**src/rtl/ps2_pkg.sv**
```systemverilog
// Shared types and constants for the PS/2 receive front end.
package ps2_pkg;

   typedef enum logic [1:0] {
      ST_IDLE   = 2'd0,
      ST_DATA   = 2'd1,
      ST_PARITY = 2'd2,
      ST_STOP   = 2'd3
   } ps2_state_t;

   localparam int unsigned FRAME_DATA_BITS = 8;

   localparam int unsigned OVF_BIT   = 15;
   localparam int unsigned PERR_BIT  = 14;
   localparam int unsigned COUNT_LSB = 8;

endpackage

```
**src/rtl/ps2_rx_fifo_byte_fifo.sv**
```systemverilog
// Small circular byte buffer; a pop frees its slot for a push in the same cycle.
module byte_fifo
   import ps2_pkg::*;
#(
   parameter int unsigned DEPTH = 8
) (
   input  logic                       clk,
   input  logic                       rst,
   input  logic                       push,
   input  logic [FRAME_DATA_BITS-1:0] din,
   input  logic                       pop,
   output logic [FRAME_DATA_BITS-1:0] dout,
   output logic [3:0]                 count,
   output logic                       full,
   output logic                       empty
);

   localparam int unsigned AW = (DEPTH > 1) ? $clog2(DEPTH) : 1;
   localparam logic [AW-1:0] PTR_LAST = AW'(DEPTH - 1);

   logic [FRAME_DATA_BITS-1:0] r_mem [DEPTH];
   logic [AW-1:0]              r_wptr;
   logic [AW-1:0]              r_rptr;
   logic [3:0]                 r_count;
   logic                       w_pop;
   logic                       w_push;

   function automatic logic [AW-1:0] ptr_inc(input logic [AW-1:0] p);
      return (p == PTR_LAST) ? '0 : p + AW'(1);
   endfunction

   assign empty  = (r_count == 4'd0);
   assign full   = (r_count == 4'(DEPTH));
   assign w_pop  = pop & ~empty;
   assign w_push = push & (~full | w_pop);
   assign count  = r_count;
   assign dout   = r_mem[r_rptr];

   always_ff @(posedge clk) begin
      if (w_push) r_mem[r_wptr] <= din;
   end

   always_ff @(posedge clk or posedge rst) begin
      if (rst) begin
         r_wptr  <= '0;
         r_rptr  <= '0;
         r_count <= '0;
      end else begin
         if (w_push) r_wptr <= ptr_inc(r_wptr);
         if (w_pop)  r_rptr <= ptr_inc(r_rptr);
         r_count <= r_count + {3'd0, w_push} - {3'd0, w_pop};
      end
   end

endmodule

```
**src/rtl/ps2_rx_fifo.sv**
```systemverilog
// PS/2 device-to-host deframer with parity check, watchdog and byte FIFO;
// presents FIFO head, count and sticky error flags as one bus word.
module ps2_rx_fifo
   import ps2_pkg::*;
#(
   parameter int unsigned FIFO_DEPTH = 8,
   parameter int unsigned TIMEOUT    = 50000
) (
   input  logic        clk,
   input  logic        rst,
   input  logic        ps2clk,
   input  logic        ps2data,
   input  logic        rd,
   output logic [31:0] out,
   output logic        irq
);

   localparam int unsigned WDW = $clog2(TIMEOUT + 1);
   localparam logic [WDW-1:0] WD_LAST = WDW'(TIMEOUT - 1);
   localparam int unsigned BCW = $clog2(FRAME_DATA_BITS);
   localparam logic [BCW-1:0] BIT_LAST = BCW'(FRAME_DATA_BITS - 1);

   logic r_clk_s1, r_clk_s2, r_clk_prev;
   logic r_dat_s1, r_dat_s2;
   ps2_state_t r_state, w_state_nxt;
   logic [FRAME_DATA_BITS-1:0] r_shift;
   logic [BCW-1:0] r_bitcnt;
   logic r_par;
   logic [WDW-1:0] r_wdog;
   logic r_ovf, r_perr, r_irq;
   logic w_fall, w_timeout, w_good, w_frame_end;
   logic w_push, w_perr_set, w_drop, w_accept;
   logic w_full, w_empty;
   logic [3:0] w_count;
   logic [FRAME_DATA_BITS-1:0] w_dout;

   // Synchronizers idle high so reset never fabricates a falling edge.
   always_ff @(posedge clk or posedge rst) begin
      if (rst) begin
         r_clk_s1   <= 1'b1;
         r_clk_s2   <= 1'b1;
         r_clk_prev <= 1'b1;
         r_dat_s1   <= 1'b1;
         r_dat_s2   <= 1'b1;
      end else begin
         r_clk_s1   <= ps2clk;
         r_clk_s2   <= r_clk_s1;
         r_clk_prev <= r_clk_s2;
         r_dat_s1   <= ps2data;
         r_dat_s2   <= r_dat_s1;
      end
   end

   assign w_fall      = r_clk_prev & ~r_clk_s2;
   assign w_timeout   = (r_state != ST_IDLE) & ~w_fall & (r_wdog == WD_LAST);
   assign w_good      = r_dat_s2 & (^{r_shift, r_par});
   assign w_frame_end = (r_state == ST_STOP) & w_fall;
   assign w_push      = w_frame_end & w_good;
   assign w_perr_set  = w_frame_end & ~w_good;
   // A pop in the same cycle frees a slot, so only push-on-full without rd drops.
   assign w_drop      = w_push & w_full & ~rd;
   assign w_accept    = w_push & ~w_drop;

   always_ff @(posedge clk or posedge rst) begin
      if (rst) r_state <= ST_IDLE;
      else     r_state <= w_state_nxt;
   end

   always_comb begin
      w_state_nxt = r_state;
      if (w_timeout) begin
         w_state_nxt = ST_IDLE;
      end else if (w_fall) begin
         unique case (r_state)
            ST_IDLE:   if (!r_dat_s2) w_state_nxt = ST_DATA;
            ST_DATA:   if (r_bitcnt == BIT_LAST) w_state_nxt = ST_PARITY;
            ST_PARITY: w_state_nxt = ST_STOP;
            ST_STOP:   w_state_nxt = ST_IDLE;
            default:   w_state_nxt = ST_IDLE;
         endcase
      end
   end

   always_ff @(posedge clk or posedge rst) begin
      if (rst) begin
         r_shift  <= '0;
         r_bitcnt <= '0;
         r_par    <= 1'b0;
      end else if (w_fall) begin
         case (r_state)
            ST_IDLE:   r_bitcnt <= '0;
            ST_DATA: begin
               r_shift  <= {r_dat_s2, r_shift[FRAME_DATA_BITS-1:1]};
               r_bitcnt <= r_bitcnt + BCW'(1);
            end
            ST_PARITY: r_par <= r_dat_s2;
            default:   ;
         endcase
      end
   end

   always_ff @(posedge clk or posedge rst) begin
      if (rst)                            r_wdog <= '0;
      else if (r_state == ST_IDLE || w_fall) r_wdog <= '0;
      else                                r_wdog <= r_wdog + WDW'(1);
   end

   always_ff @(posedge clk or posedge rst) begin
      if (rst) begin
         r_ovf  <= 1'b0;
         r_perr <= 1'b0;
         r_irq  <= 1'b0;
      end else begin
         r_ovf  <= w_drop | (r_ovf & ~rd);
         r_perr <= w_perr_set | (r_perr & ~rd);
         r_irq  <= w_accept;
      end
   end

   byte_fifo #(.DEPTH(FIFO_DEPTH)) u_fifo (
      .clk   (clk),
      .rst   (rst),
      .push  (w_push),
      .din   (r_shift),
      .pop   (rd),
      .dout  (w_dout),
      .count (w_count),
      .full  (w_full),
      .empty (w_empty)
   );

   always_comb begin
      out              = '0;
      out[OVF_BIT]     = r_ovf;
      out[PERR_BIT]    = r_perr;
      out[COUNT_LSB+:4] = w_count;
      out[7:0]         = w_empty ? 8'h00 : w_dout;
   end

   assign irq = r_irq;

endmodule

```
**config.mk**
```make
export PLATFORM = sky130hd
export DESIGN_NAME = ps2_rx_fifo
export DESIGN_NICKNAME = d
export VERILOG_FILES = /design/src/rtl/ps2_pkg.sv /design/src/rtl/ps2_rx_fifo_byte_fifo.sv /design/src/rtl/ps2_rx_fifo.sv
export SDC_FILE = /design/constraint.sdc
export NUM_CORES = 1
export LEC_CHECK = 0
export CAP_MARGIN = 30
export CORE_ASPECT_RATIO = 0.75
export CORE_UTILIZATION = 55
export CTS_BUF_LIST = sky130_fd_sc_hd__clkbuf_8 sky130_fd_sc_hd__clkbuf_16
export DETAILED_ROUTE_END_ITERATION = 12
export PLACE_DENSITY = 0.82
export RECOVER_POWER = 25
export SYNTH_ARGS = -nofsm -noshare
export SYNTH_HDL_FRONTEND = slang
export SYNTH_SLANG_ARGS = --single-unit
```
**constraint.sdc**
```tcl
create_clock -name clk -period 3.6 [get_ports clk]
set_clock_uncertainty 0.15 [all_clocks]
set_input_delay 1.08 -clock clk [delete_from_list [all_inputs] [get_ports clk]]
set_output_delay 1.08 -clock clk [all_outputs]
set_load 0.02 [all_outputs]
```
======== Yosys cells after proc, flatten, opt, wreduce, memory -nomap -nowiden ========
Memory sizes are Yosys's and may differ from the RTL's.
Index checks and enable logic that the tools add are counted.
word-level totals
  flip-flop bits (word level) ............. 48
  bits in writable memories ............... 64
  bits of input ports ..................... 5
  memories kept ........................... 1
operators by class
  add/sub/neg operators ................... 6
  equality and inequality tests ........... 10
  mux-type cells .......................... 12
  bitwise gates (word level) .............. 24
  reductions and logical operators ........ 11
memories
  name          words  bits a word  rd ports  clocked after Yosys merged registers in  write ports  RTL line                     source
  u_fifo.r_mem  8      8            1         0                                        1            ps2_rx_fifo_byte_fifo.sv:21  logic [FRAME_DATA_BITS-1:0] r_mem [DEPTH];
operator list
  operator                                             count
  adder 16 x 1 -> 16 bit, second input constant        1
  equality test 16 bit, second input constant          1
  two-way mux 16 bit                                   1
  AND 1 bit                                            14
  adder 3 x 1 -> 3 bit, second input constant          3
  equality test 3 bit, second input constant           3
  XOR reduction 9 bit                                  1
  two-way mux 2 bit                                    4
  two-way mux 8 bit                                    1
  one-hot mux 2 bit (4 select lines)                   1
  inverter 1 bit                                       7
  two-way mux 3 bit                                    2
  inequality test 3 bit, second input constant         2
  one-hot mux 3 bit (2 select lines)                   1
  AND reduction 2 bit                                  3
  nonzero test 2 bit                                   3
  adder 4 x 1 -> 4 bit                                 1
  equality test 2 bit, second input constant           2
  equality test 4 bit, second input constant           1
  zero test 4 bit                                      1
  subtractor 4 x 1 -> 4 bit                            1
  bitwise OR 1 bit                                     3
  AND reduction 3 bit                                  1
  equality test 2 x 1 -> 1 bit, second input constant  1
  3 further kinds                                      4

======== Logic depth before layout (Yosys ltp) ========
  word-level depth ........................ 8
  depth in mapped cells ................... 12
  gate-level depth less buffers ........... 12

======== By module ========
A second synthesis with hierarchy kept.
unflattened totals
  cell total of the unflattened synthesis .. 346
  area, all modules ....................... 5156.2 um^2
by module, submodules not included
  module       times used  cells an instance  area an instance (um^2)
  byte_fifo    1           156                3129.3
  ps2_rx_fifo  1           190                2026.9

======== Worst setup path after synthesis ========
No wires, ideal clock.
  kind .................................... reg2reg
  from .................................... register r_shift[1]
  to ...................................... memory u_fifo.r_mem[0][0], enable pin
  library setup time ...................... 0.395 ns
  data arrival time ....................... 2.334 ns
  path slack .............................. 0.721 ns
  stages on the path, launching flop included .. 7
  path buffers ............................ 1
  clock period less this slack ............ 2.879 ns
  cells stage by stage .................... dfrtp_1 xnor2_1 xnor3_1 xnor2_2 nand2_2 buf_6 nor4_1
between the ends
  word-level cells in the longest chain between the ends .. 6
ends and longest elaborated chain
  what                                     RTL line                     source
  start, declared                          ps2_rx_fifo.sv:26            logic [FRAME_DATA_BITS-1:0] r_shift;
  start signal, assigned                   ps2_rx_fifo.sv:93            r_shift <= {r_dat_s2, r_shift[FRAME_DATA_BITS-1:1]};
  XOR reduction 9 bit                      ps2_rx_fifo.sv:56            assign w_good = r_dat_s2 & (^{r_shift, r_par});
  AND 1 bit                                ps2_rx_fifo.sv:56
  AND 1 bit                                ps2_rx_fifo.sv:58            assign w_push = w_frame_end & w_good;
  AND 1 bit                                ps2_rx_fifo_byte_fifo.sv:35  assign w_push = push & (~full | w_pop);
  two-way mux 1 bit                        ps2_rx_fifo_byte_fifo.sv:40  if (w_push) r_mem[r_wptr] <= din;
  two-way mux 1 bit (not written as such)  ps2_rx_fifo_byte_fifo.sv:40
  end, declared                            ps2_rx_fifo_byte_fifo.sv:21
No other way between the ends.

======== Worst setup path in the final report ========
  from .................................... register u_fifo.r_rptr[0]
  to ...................................... output out[2]
between the ends
  word-level cells in the longest chain between the ends .. 2
ends and longest elaborated chain
  what                    RTL line                     source
  start, declared         ps2_rx_fifo_byte_fifo.sv:23  logic [AW-1:0] r_rptr;
  start signal, assigned  ps2_rx_fifo_byte_fifo.sv:50  if (w_pop) r_rptr <= ptr_inc(r_rptr);
  memory (8 x 8 bit)      -
  two-way mux 8 bit       ps2_rx_fifo.sv:137           out[7:0] = w_empty ? 8'h00 : w_dout;
  end, declared           ps2_rx_fifo.sv:14            output logic [31:0] out,
No other way between the ends.

==> impl_results.md <==
* FF-to-FF Start: r_shift[4]$_DFFE_PP0P_
* Setup WS post-layout at 0.140 ns
* Vias at roughly 2700
* Reg2Reg Depth at 9
* Core area at around 0.0086 mm²
* Final Hold Vio Count at 0
* Register area at about 0.0031 mm²
* Slew @ Worst Pin at 0.581 ns
* WS Path Type: reg -> out
* Grt ovf at 0
* Crit-path slowest cell: clkdlybuf4s50_1
* Failing checks: DRC
* Pwr Density at 734 mW/mm²
* Layout Utilization at 64.6%
* Post-CTS resize count at 0
* Gp weighted congestion at 0.857
* CTS root buf: clkbuf_16
* Place WS at 0.402 ns
* # setup viols final at 0
* Sequential area share after synthesis at 62.8%
* Htree depth at 3
* Worst slew margin at 61.2%
* F_max at around 290 MHz
* Leading area contributor after synthesis: edfxtp_1
* Hold depth at 0
* Predominant post-synthesis flop cell: edfxtp_1
* Async S/R FF share, synth at 42.9%
* Total Power at 4.10 mW
* Ranking of synthesized cells by area: edfxtp_1, dfrtp_1, mux4_2, ha_1, buf_4
* CTS buffer count at 9
* First-pass GRT wire length at 13800 µm
* DRC Markers at 5
* Unrepaired setup endpoints after global routing: false
* Hold Path Class: reg -> reg
* Synth top area share at 38.6%
* Area grow syn2layout at 12.1%
* Number of flops mapped to enable cells by yosys at 64
* Antenna violations before repair at 1
* Worst VDD drop at ~0.00033 V
* CP required at around 2.4 ns
* Worst Hold End: r_clk_s2$_DFF_PP1_
* Fin crit period at approximately 3.5 ns
* Largest net degree at the start of global routing at 23
* Startpoint Class: flop
* R2R setup slack at 0.74 ns
* Crit path max fanout at 19
* Die X at 112 µm
* DR pass1 iterations at 8
* Die area at around 0.0094 mm²
* Vias in the first global route at 2737
* Port Buffer Count at 19
* Hold_buf cts at 0
* N_diodes at 0
* Mapped Area at 0.00498 mm²
* # Post-CTS Setup Buffers at 0
* Clock-pin transition on the worst setup and hold timing paths at around 0.080 ns
* Placed Cells at 467
* Unique cell type count in the Yosys netlist at 46
* Filler cells at ~620
* Multi-input gate area at approximately 0.0016 mm²
* Nets at 393
* Post-DR vias/cell at 5.54
* Fraction of layout cells with a size suffix above 1 at a little under a fifth
* Worst-case clock buffer depth at 2
* Status: complete, but fails checks
* Die Height at about 84 µm
* Hold_sp: r_clk_s1$_DFF_PP1_
* Post-Route WL at approximately 8200 µm
* Post-route setup TNS at 0 ns
* Synthesized instance count at 338
* Final period util at 96.1%
* Max-Cap Viols at 0
* Avg Cell Area, Syn at 14.7 µm²
* I/O Pins at 38
* Global Route Usage Sum at 19.4%
* Crit-path cells: buf_12 -> mux4_2 -> mux2i_1 -> nor2_1 -> clkdlybuf4s50_1
* Worst R2R End: u_fifo.count[2]$_DFF_PP0_
* Drt initial violations at roughly 130
* Hpwl dp at 5570 µm
* Leakage power at 2.20 nW
* Setup crit end kind: output port
* WL/cell at 17.1 µm
* Worst-Skew Late Latency at 0.34 ns
* Final Slew Violations at 0
* CP peak stage delay at 0.54 ns
* Final ANT Viol Nets at 0
* Std cell rows at 29
* Flops & latches, synth at between 100 and 150
* Initial Utilization at 57.7%
* CTS sink count at 112
* Final Non-Filler Cells at 483
* TritonCTS clock tree: built
* Yosys warnings at 0
* CP arrival at 2.23 ns
cell families (layout without fill, tap and decap cells):
kind of cell / after synthesis / count (layout) / synth area share [%]
flops: 112 / 112 / 62.8
simple gates: 78 / 78 / 8.02
buf+inv: 49 / 69 / 5.43
mux: 38 / 38 / 12.1
compound gates: 22 / 22 / 2.81
xor+xnor: 20 / 20 / 4.10
fa+ha+maj: 18 / 18 / 4.67
other cells: 1 / 18 / 0.0753
worst max-delay path: cells and delay by family (launching register included):
kind	cells	cell delay, ns
buf+inv	2	0.74
mux	2	0.71
flops	1	0.37
simple gates	1	0.06
where the power goes:
part	internal, mW	leakage, nW	switching, mW
logic	0.719	0.870	0.676
clock network	0.485	0.134	0.460
registers	1.55	1.20	0.211
cell usage after synthesis (all sizes together), types with 6 or more instances:
master,count
nor2,28
nand2,12
o21ai,8
mux2,13
mux4,16
dfrtp,43
edfxtp,64
nand3,6
inv,20
xor2,8
nor3,7
xnor2,11
ha,17
mux2i,9
buf,25
layer usage:
metal  track usage [%]  share of wire [%]  vias up
li1                  -                  -     1251
met1              25.2                 43     1346
met2              32.0                 50       61
met3              5.78                4.9       16
met4              5.65                1.7        2
met5                 0               0.16        -
per-stage QoR:
step	hold slack [ns]	area, µm²
6_report	0.207	5580
5_1_grt	0.212	5580
4_1_cts	0.207	5580
3_5_place_dp	0.198	5290
3_3_place_gp	0.198	5290
2_1_floorplan	0.195	5040
flip-flops by register name, indices dropped and copies added, names as in the netlist, 2 cells and up:
signal         cells
r_bitcnt           3
u_fifo.r_wptr      3
u_fifo.r_mem      64
u_fifo.count       4
r_wdog            16
r_shift            8
r_state            2
u_fifo.r_rptr      3
cells in the final DEF (no fill, tap or decap), types with 4 or more instances in the layout:
cell and count:
clkbuf_16 9, xnor2_1 9, mux4_2 16, xor2_1 8, ha_1 17, nor2_1 28, nor3_1 7, dfstp_2 4
dfrtp_1 43, a21oi_1 5, mux2i_1 9, edfxtp_1 64, clkdlybuf4s50_1 19, inv_1 19, mux2_2 12, buf_4 13
conb_1 18, o21ai_0 8, nand3_1 6, nand2_1 11
final cells by class:
class	count	share of cell area (%)
multi-input cells	194	29.5
clock buffers	9	4.03
flip-flops and latches	112	56.1
well taps	108	2.42
repair buffers	33	5.51
inverters	20	1.34
clock inverters	7	1.17
how the worst max path moves through the flow:
stage	to	cells after the start	start	slack [ns]
final	out[2]	5	u_fifo.r_rptr[0]$_DFFE_PP0P_	0.14
after global routing	out[7]	5	u_fifo.r_rptr[0]$_DFFE_PP0P_	0.03
after CTS	out[2]	5	u_fifo.r_rptr[0]$_DFFE_PP0P_	0.1
after detailed placement	u_fifo.count[2]$_DFF_PP0_	9	rd	0.40
after global placement	u_fifo.count[2]$_DFF_PP0_	9	rd	0.48
after floorplan	u_fifo.r_mem[0][0]$_DFFE_PP_	6	r_shift[1]$_DFFE_PP0P_	0.72
Power figures use the tool's default switching activity.
